[config.mk]
export PLATFORM = sky130hd
export DESIGN_NAME = uart_rx
export DESIGN_NICKNAME = d
export VERILOG_FILES = /design/src/rtl/uart_rx.sv
export SDC_FILE = /design/constraint.sdc
export NUM_CORES = 1
export LEC_CHECK = 0
export ABC_AREA = 1
export CORE_AREA = 4 4 87 89
export CTS_CLUSTER_DIAMETER = 150
export CTS_CLUSTER_SIZE = 25
export DETAILED_ROUTE_END_ITERATION = 8
export DIE_AREA = 0 0 91 93
export DONT_BUFFER_PORTS = 1
export GPL_TIMING_DRIVEN = 0
export HOLD_SLACK_MARGIN = 0.02
export PLACE_DENSITY_LB_ADDON = 0.1
export SKIP_CTS_REPAIR_TIMING = 1
export SYNTH_ARGS = -nofsm -noshare
export SYNTH_HDL_FRONTEND = slang
export SYNTH_SLANG_ARGS = --single-unit
[constraint.sdc]
create_clock -name clk -period 3.35 [get_ports clk]
set_input_delay 0.335 -clock clk [delete_from_list [all_inputs] [get_ports clk]]
set_output_delay 0.335 -clock clk [all_outputs]
set_load 0.005 [all_outputs]
[src/rtl/uart_rx.sv]
// ---------------------------------------------------------------------------
// uart_rx -- 8N1 UART receiver, LSB first.
//
// Synchronises the asynchronous RX line, arms on a falling edge, confirms the
// start bit at its centre, samples each data bit at mid-bit, checks the stop
// bit and then presents the byte together with a one-clock valid strobe.
//
// Ports:
//   clk          in   system clock, rising edge
//   res          in   asynchronous active-low reset
//   RX           in   serial line, idle high, asynchronous to clk
//   data_out     out  [7:0] last correctly framed byte (held until next one)
//   en_data_out  out  one-clock pulse: data_out has just been updated
//   frame_err    out  one-clock pulse: stop bit sampled as 0
//   rdy          out  1 while a frame is in progress, 0 when idle
// ---------------------------------------------------------------------------
module uart_rx #(
  parameter int CLKS_PER_BIT = 5000,
  parameter int HALF_BIT     = CLKS_PER_BIT / 2
) (
  input  logic       clk,
  input  logic       res,
  input  logic       RX,
  output logic [7:0] data_out,
  output logic       en_data_out,
  output logic       frame_err,
  output logic       rdy
);

  localparam int CNT_W = $clog2(CLKS_PER_BIT);
  localparam logic [CNT_W-1:0] CNT_HALF = CNT_W'(HALF_BIT - 1);
  localparam logic [CNT_W-1:0] CNT_LAST = CNT_W'(CLKS_PER_BIT - 1);

  typedef enum logic [1:0] {
    IDLE  = 2'd0,
    START = 2'd1,
    DATA  = 2'd2,
    STOP  = 2'd3
  } state_t;

  // Two-flop synchroniser plus one delayed copy for edge detection; the
  // line idles high, so these reset to 1 to avoid a false start edge.
  logic             sync1_q;
  logic             rx_s_q;
  logic             rx_prev_q;

  state_t           state_q,   state_d;
  logic [CNT_W-1:0] cnt_q,     cnt_d;
  logic [2:0]       bit_idx_q, bit_idx_d;
  logic [7:0]       shreg_q,   shreg_d;
  logic [7:0]       data_q,    data_d;
  logic             en_q,      en_d;
  logic             err_q,     err_d;
  logic             rdy_q,     rdy_d;

  always_ff @(posedge clk or negedge res) begin
    if (!res) begin
      sync1_q   <= 1'b1;
      rx_s_q    <= 1'b1;
      rx_prev_q <= 1'b1;
    end else begin
      sync1_q   <= RX;
      rx_s_q    <= sync1_q;
      rx_prev_q <= rx_s_q;
    end
  end

  always_ff @(posedge clk or negedge res) begin
    if (!res) begin
      state_q   <= IDLE;
      cnt_q     <= '0;
      bit_idx_q <= '0;
      shreg_q   <= '0;
      data_q    <= '0;
      en_q      <= 1'b0;
      err_q     <= 1'b0;
      rdy_q     <= 1'b0;
    end else begin
      state_q   <= state_d;
      cnt_q     <= cnt_d;
      bit_idx_q <= bit_idx_d;
      shreg_q   <= shreg_d;
      data_q    <= data_d;
      en_q      <= en_d;
      err_q     <= err_d;
      rdy_q     <= rdy_d;
    end
  end

  always_comb begin
    state_d   = state_q;
    cnt_d     = cnt_q;
    bit_idx_d = bit_idx_q;
    shreg_d   = shreg_q;
    data_d    = data_q;
    en_d      = 1'b0;
    err_d     = 1'b0;
    rdy_d     = rdy_q;

    case (state_q)
      IDLE: begin
        rdy_d = 1'b0;
        // Edge, not level: a line held low (break) must not re-arm.
        if (rx_prev_q && !rx_s_q) begin
          state_d = START;
          cnt_d   = '0;
          rdy_d   = 1'b1;
        end
      end

      START: begin
        if (cnt_q == CNT_HALF) begin
          cnt_d = '0;
          if (!rx_s_q) begin
            state_d   = DATA;
            bit_idx_d = '0;
          end else begin
            // Low pulse shorter than half a bit: treat as a glitch.
            state_d = IDLE;
            rdy_d   = 1'b0;
          end
        end else begin
          cnt_d = cnt_q + CNT_W'(1);
        end
      end

      DATA: begin
        if (cnt_q == CNT_LAST) begin
          cnt_d     = '0;
          shreg_d   = {rx_s_q, shreg_q[7:1]};
          bit_idx_d = bit_idx_q + 3'd1;
          if (bit_idx_q == 3'd7) begin
            state_d = STOP;
          end
        end else begin
          cnt_d = cnt_q + CNT_W'(1);
        end
      end

      STOP: begin
        if (cnt_q == CNT_LAST) begin
          // Leaving at mid-stop gives half a bit of margin to catch the
          // next start edge when frames arrive back to back.
          cnt_d   = '0;
          state_d = IDLE;
          rdy_d   = 1'b0;
          if (rx_s_q) begin
            data_d = shreg_q;
            en_d   = 1'b1;
          end else begin
            err_d  = 1'b1;
          end
        end else begin
          cnt_d = cnt_q + CNT_W'(1);
        end
      end

      default: begin
        state_d = IDLE;
        cnt_d   = '0;
        rdy_d   = 1'b0;
      end
    endcase
  end

  assign data_out    = data_q;
  assign en_data_out = en_q;
  assign frame_err   = err_q;
  assign rdy         = rdy_q;

endmodule

# Word level (Yosys, flattened, before mapping)
# Cells that the tools add are included.
# totals
register_bits,40
out_inout_bits,11
word_cells,63
# classes
n_addsub,2
eq_ne,13
muxes,26
n_reduce_logical,11
# ops
op,n
2-to-1 mux 13 bit,3
one-hot mux 13 bit (3 select lines),1
!= test 2 bit (second input constant),7
adder 13 x 1 -> 13 bit (second input constant),1
equality test 13 x 12 -> 1 bit (second input constant),1
equality test 13 bit (second input constant),1
2-to-1 mux 2 bit,6
2-to-1 mux 1 bit,10
2-to-1 mux 3 bit,3
one-hot mux 2 bit (4 select lines),1
AND reduction 4 bit,2
one-hot mux 3 bit (2 select lines),1
AND reduction 5 bit,1
equality test 2 bit (second input constant),2
adder 3 x 1 -> 3 bit (second input constant),1
equality test 3 bit (second input constant),1
one-hot mux 1 bit (3 select lines),1
AND reduction 3 bit,1
nonzero test 3 bit,1
equality test 2 x 1 -> 1 bit (second input constant),1
zero test 2 bit,1
AND reduction 2 bit,1
nonzero test 2 bit,1
OR reduction 2 bit,1
2 further kinds,2

# Logic depth before layout (Yosys ltp)
# Gate-level depths: netlist of the first run.
# logic_depth
ltp_word,4
mapped_depth,10

# Least setup slack after synthesis of the first run
# No wires, ideal clock.
# synth_path
path_kind,register -> register
from,register cnt_q[0]
to,register cnt_q[7]
setup_time_ns,0.119
t_arrival_ns,1.340
slack_ns,1.891
path_stages_with_launch,10
n_path_buf,1
cell_sequence,dfrtp_1 -> ha_1 -> nand2_2 -> nor2_4 -> nand3_4 -> nand2_2 -> nand2_2 -> buf_6 -> a21oi_1 -> nor2_1
# synth_via
elab_chain_cells,3
elab_cells_between_ends,6
cone_classes,1 x add/sub; 2 x eq/ne; 3 x mux
# synth_rtl
item,line,rtl
from (decl),48,"logic [CNT_W-1:0] cnt_q, cnt_d;"
from (signal assigned),80,cnt_q <= cnt_d;
adder 13 x 1 -> 13 bit (tied with other cells),"123, 136, 154",
2-to-1 mux 13 bit (on tied branches),"128, 141, 112",
one-hot mux 13 bit (3 select lines) (*),100,case (state_q)
# Every way passes the cells marked *; elsewhere a longest branch is shown, timed or not.
# A chain may end at the register's enable or synchronous reset.

# Final worst setup path of the first run
# Ends and elaborated chain as after synthesis.

==> results of run 1 <==
-- through the flow --
step | cells | hold WS, ps | setup slack (ps) | area [um2] | power [mW]
5_1_grt | 321 | 361.9 | 1515 | 2210 | 1.294
2_1_floorplan | 230 | 39.41 | 1891 | 1977 | 0.8020
3_5_place_dp | 310 | 41.67 | 1681 | 2077 | 0.8831
4_1_cts | 318 | -285.7 | 1673 | 2162 | 1.212
3_3_place_gp | 310 | 41.23 | 1673 | 2077 | 0.8831
6_report | 321 | 358.6 | 1677 | 2210 | 1.206
-- flip-flops by register name, indices dropped and copies added, names as in the netlist, named ones only --
register and count:
en_data_out 1, bit_idx_q 3, rx_s_q 1, frame_err 1, rx_prev_q 1, data_out 8
sync1_q 1, state_q 1, cnt_q 13, rdy 1, shreg_q 8
-- path summary, 6_finish.rpt --
| path | start | end | slack [ps] |
|---|---|---|---|
| worst max register to register | cnt_q[0] | cnt_q[7] | 1680 |
| min in group asynchronous | res | cnt_q[8] | 550 |
| worst min register to register | sync1_q | rx_s_q | 360 |
| max in group asynchronous | res | rx_prev_q | 2540 |
| worst min-delay path | sync1_q | rx_s_q | 360 |
| worst max-delay path | cnt_q[0] | cnt_q[7] | 1680 |
-- cell type report --
cell class,instances,share of cell area [%]
buffer,3,1.359
clock buffer,6,3.284
clock inverter,2,0.5663
inverter,29,4.926
multi-input combinational,158,37.71
sequential,40,45.47
tap,80,4.530
timing repair buffer,3,2.152
-- per-layer routing --
layer,up-vias,GRT usage [%]
met4,0,4.271
met2,22,16.80
met5,-,0
li1,767,-
met3,9,3.138
met1,677,14.11
-- Yosys cell counts, types with 2 or more instances --
master and number:
a21oi_1 3, buf_6 2, dfrtp_1 37, dfstp_2 3, ha_1 3, inv_1 25
inv_2 4, nand2_1 65, nand2_2 6, nand3_1 15, nand4_1 4, nand4_2 2
nor2_1 12, nor2_4 4, nor3_1 3, o21ai_0 21, o21ai_1 2, o21ai_2 7
o22ai_1 3, xor2_1 2
-- cell families after synthesis --
kind of cell / count (synthesis) / share of synthesized area [%]
buffers and inverters: 32 / 7.025
AOI/OAI and AO/OA: 38 / 11.39
DFF: 40 / 50.82
and+or+nand+nor: 115 / 27.97
xor gates and xnor gates: 2 / 0.8862
adders and majority gates: 3 / 1.899
-- power groups by stage --
stage | Clock [mW] | Sequential, mW | Combinational, mW
global placement | 0 | 0.581 | 0.302
detailed placement | 0 | 0.581 | 0.302
CTS | 0.338 | 0.572 | 0.302
floorplan | 0 | 0.570 | 0.232
global route | 0.355 | 0.579 | 0.360
finish | 0.318 | 0.571 | 0.316
==> results.py, run 1 <==
metrics = {
    "status": {
        "status": "complete, no violations",
    },
    "detailed_routing": {
        "post_drt_wl_per_cell_um": 13.12,
        "routed-wl-met3_um": 180,
        "antenna_left": 0,
        "drt-initial-drc-count": 96,
        "firstDrtPassIters": 4,
        "met2WireLength_mm": 1.903,
        "wl_mm": 4.211,
        "drc": 0,
        "met1_length_mm": 2.050,
        "vias": 1475,
        "vias_per_cell": 4.595,
        "maxUsedRoutingLayer": "met4",
    },
    "clock_network": {
        "clock_latency_ps": 290,
        "cts.sinks": 40,
        "cts.clk_slew.worst_paths_ps": 80,
        "root_buffer": "clkbuf_8",
        "cts_made_buffers": 5,
        "cts.path.max_buffers": 2,
        "htreeDepth": 2,
        "tritoncts": "built",
    },
    "die": {
        "die_w_um": 91,
        "pin_count": 14,
        "core-area_um2": 6756,
        "die_area_um2": 8463,
        "initial_utilization_pct": 29.26,
        "die_h_um": 93,
        "rows": 30,
    },
    "finish": {
        "nNetsFinal": 246,
        "final.fill_count": 719,
        "final_cell_mix": "65 x nand2_1, 37 x dfrtp_1, 25 x inv_1, 21 x o21ai_0, 15 x nand3_1",
        "n_antenna_cell": 0,
        "syn2layout_area_growth_pct": 11.77,
        "area.sequential_um2": 1005,
        "multiInputGateArea_um2": 833.3,
        "final_common_cell": "nand2_1",
        "fin_util_pct": 32.70,
        "drive_gt1_share_pct": 16.60,
    },
    "setup_path": {
        "worst-path-max-fanout": 10,
        "cpMostUsedCell": "nand2_2",
        "required_ps": 3540,
        "cp.arrival_ps": 1860,
        "r2r.worst_path.cells": 9,
        "crit_slowest_cell": "dfrtp_1",
        "path_delay_family": "simple AND/OR/NAND/NOR gates",
        "critical_path_class": "reg -> reg",
        "max_stage_delay_ps": 430,
        "crit_chain": "ha_1 -> nand2_2 -> nor2_4 -> nand3_4 -> nand2_2 -> nand2_2 -> buf_6 -> a21oi_1 -> nor2_1",
        "worstSetupEndpointType": "flop",
        "start_kind": "flop",
        "cp_num_buf_inv": 1,
        "critical_path_depth": 9,
    },
    "global_route": {
        "grt_max_degree": 41,
        "grt_use_total_pct": 10.79,
        "antenna_found_initial": 0,
        "grt_pass1_wl_mm": 7.300,
        "grt_pass1_vias": 1444,
        "gr-total-overflow": 0,
    },
    "synth": {
        "synth_top_area_share_pct": 46.84,
        "ys_ff_latch": 40,
        "synthCells": 230,
        "synth.area.top_cells": "dfrtp_1 47%, nand2_1 12%, o21ai_0 5.3%",
        "synth_warnings": 0,
        "syn_area_per_cell_um2": 8.595,
        "yosysSeqAreaShare_pct": 50.82,
        "async_reset_ff_share_pct": 100.0,
        "ys.flop_type": "dfrtp_1",
        "synthesis.area_um2": 1977,
        "synth_edf_count": 0,
        "yosysTopAreaCell": "dfrtp_1",
        "ys_types": 27,
        "synth_nets": 236,
    },
    "power_and_ir_drop": {
        "pwr-share-clk_pct": 26.4,
        "cellPowerDensity_nw_per_um2": 545.7,
        "swShare_pct": 36.22,
        "combPwrFrac_pct": 26.2,
        "ir_drop_v": 0.0001889,
        "switchingPower_mw": 0.4367,
        "leakage_nw": 1.013,
        "internal_power_mw": 0.7691,
        "p_seq_share_pct": 47.4,
    },
    "timing": {
        "finalHoldViolCount": 0,
        "finalCritPeriodShare_pct": 49.93,
        "tns_ps": 0,
        "rsz0062_at_grt": "false",
        "fin_worst_skew_ps": 6.640,
        "timing.fmax_ghz": 0.5979,
        "slew_violations": 0,
        "tightest_slew_ps": 350.9,
        "max_slew_margin_pct": 76.55,
        "setup_violations": 0,
        "period_minus_slack_ps": 1673,
    },
    "placed_design": {
        "gp_congestion": 0.7828,
        "dpl.hpwl_mm": 3.071,
        "io_buffer_count": 0,
    },
    "hold_path": {
        "hold_depth": 0,
        "min-delay-path-class": "reg -> reg",
    },
    "run": {
        "drv_cap": 0,
    },
}
Note: power is estimated with default switching activity, not from simulation.
==> inputs of run 2 (changes only) <==
Clock period 3.35 ns to 1.7 ns, I/O delays scaled along.
==> results.py, run 2 (synthesis gave the netlist of run 1 again) <==
metrics = {
    "setup_path": {
        "max_stage_delay_ps": 440,
        "r2r_setup_slack_ps": 130,
        "cp_num_buf_inv": 1,
        "cpMostUsedCell": "nand2_2",
        "r2r.worst_path.cells": 9,
        "cp.arrival_ps": 1750,
        "worst-path-max-fanout": 10,
        "reg2reg_from": "cnt_q[1]",
        "path_delay_family": "simple AND/OR/NAND/NOR gates",
        "start_kind": "flop",
        "critical_path_class": "reg -> reg",
        "crit_chain": "ha_4 -> nand2_2 -> nor2_4 -> nand3_4 -> nand2_2 -> nand2_2 -> buf_6 -> a21oi_1 -> nor2_1",
        "worstSetupEndpointType": "flop",
        "required_ps": 1880,
        "crit_slowest_cell": "dfrtp_1",
        "timing.rr.end": "cnt_q[7]",
    },
    "global_route": {
        "grt_pass1_wl_mm": 7.300,
        "grt_use_total_pct": 10.79,
        "grt_pass1_vias": 1444,
        "grt_max_degree": 41,
        "gr-total-overflow": 0,
        "antenna_found_initial": 0,
        "grt_util_met3_pct": 3.138,
        "busiest_layer": "met2",
        "grt_use_met1_pct": 14.11,
        "gr-usage-met2_pct": 16.80,
    },
    "die": {
        "die_w_um": 91,
        "die_h_um": 93,
        "pin_count": 14,
        "initial_utilization_pct": 29.26,
        "core-area_um2": 6756,
        "rows": 30,
        "die_area_um2": 8463,
    },
    "timing": {
        "timing.fmax_ghz": 0.6372,
        "finalHoldViolCount": 0,
        "slew_violations": 0,
        "period_minus_slack_ps": 1569,
        "setup_ws_ps": 130.6,
        "setup_violations": 0,
        "fin_worst_skew_ps": 5.492,
        "fin_hold_ws_ps": 358.6,
        "max_slew_margin_pct": 81.65,
        "finalCritPeriodShare_pct": 92.32,
        "tns_ps": 0,
        "tightest_slew_ps": 273.2,
    },
    "clock_network": {
        "htreeDepth": 2,
        "cts.clk_slew.worst_paths_ps": 80,
        "cts.path.max_buffers": 2,
        "cts_made_buffers": 5,
        "tritoncts": "built",
        "root_buffer": "clkbuf_8",
        "cts.sinks": 40,
        "clock_latency_ps": 290,
    },
    "finish": {
        "final.fill_count": 713,
        "largest_register_ffs": 13,
        "design_area_um2": 2245,
        "drive_gt1_share_pct": 18.93,
        "n_antenna_cell": 0,
        "final_common_cell": "nand2_1",
        "syn2layout_area_growth_pct": 13.54,
        "top_register": "cnt_q",
        "stdcell_count": 323,
        "nNetsFinal": 248,
        "fin_util_pct": 33.22,
        "final_cell_mix": "64 x nand2_1, 36 x dfrtp_1, 25 x inv_1, 21 x o21ai_0, 15 x nand3_1",
    },
    "detailed_routing": {
        "wl_mm": 4.249,
        "vias": 1507,
        "drt-initial-drc-count": 76,
        "antenna_left": 0,
        "post_drt_wl_per_cell_um": 13.15,
        "vias_per_cell": 4.666,
        "firstDrtPassIters": 4,
        "drc": 0,
    },
    "run": {
        "drv_cap": 0,
    },
    "placed_design": {
        "pre_cts_ws_ps": 30.56,
        "dp_cells": 310,
        "gp_congestion": 0.7828,
        "dpl.hpwl_mm": 3.071,
        "dpl_cell_area_um2": 2077,
        "io_buffer_count": 0,
    },
    "power_and_ir_drop": {
        "cellPowerDensity_nw_per_um2": 1090,
        "ir_drop_v": 0.0003462,
        "leakage_nw": 1.021,
        "report.power.total_mw": 2.448,
    },
    "hold_path": {
        "hold_depth": 0,
        "min-delay-path-class": "reg -> reg",
        "min-delay-start": "sync1_q",
        "worstHoldEndpoint": "rx_s_q",
    },
    "status": {
        "status": "complete, no violations",
    },
}
## run 2: worst max path at each step
stage,from,to,slack [ps],cells after the start
after floorplan,cnt_q[0],cnt_q[7],240,9
after global placement,cnt_q[0],cnt_q[12],20,8
after detailed placement,cnt_q[0],data_out[1],30,7
after CTS,cnt_q[0],data_out[1],20,7
after global routing,cnt_q[1],cnt_q[4],-0.07,9
final,cnt_q[1],cnt_q[7],130,9
## run 2: worst reg2reg max path: stages, from the launching register on
cell,delay [ps]
dfrtp_1,440
ha_4,190
nand2_2,90
nor2_4,140
nand3_4,130
nand2_2,80
nand2_2,80
buf_6,150
a21oi_1,130
nor2_1,60
## run 2: layout make-up
cell class	count	area, um2	share of cell area (%)
clock buffer	6	72.57	3.233
tap	80	100.1	4.459
clock inverter	2	12.51	0.5574
inverter	29	108.9	4.849
timing repair buffer	5	62.56	2.787
buffer	3	30.03	1.338
sequential	40	1006	44.82
multi-input combinational	158	852.1	37.96
## run 2: where the power goes
group / internal (mW) / total [mW] / switching, mW
Sequential: 1.04 / 1.14 / 0.103
Clock: 0.287 / 0.626 / 0.339
Combinational: 0.241 / 0.684 / 0.442
Total: 1.56 / 2.45 / 0.884
## run 2: layer usage
| metal | part of all wire [%] | vias up |
|---|---|---|
| met1 | 47 | 702 |
| met4 | 1.8 | 0 |
| li1 | - | 771 |
| met2 | 46 | 26 |
| met5 | 0 | - |
| met3 | 4.6 | 8 |
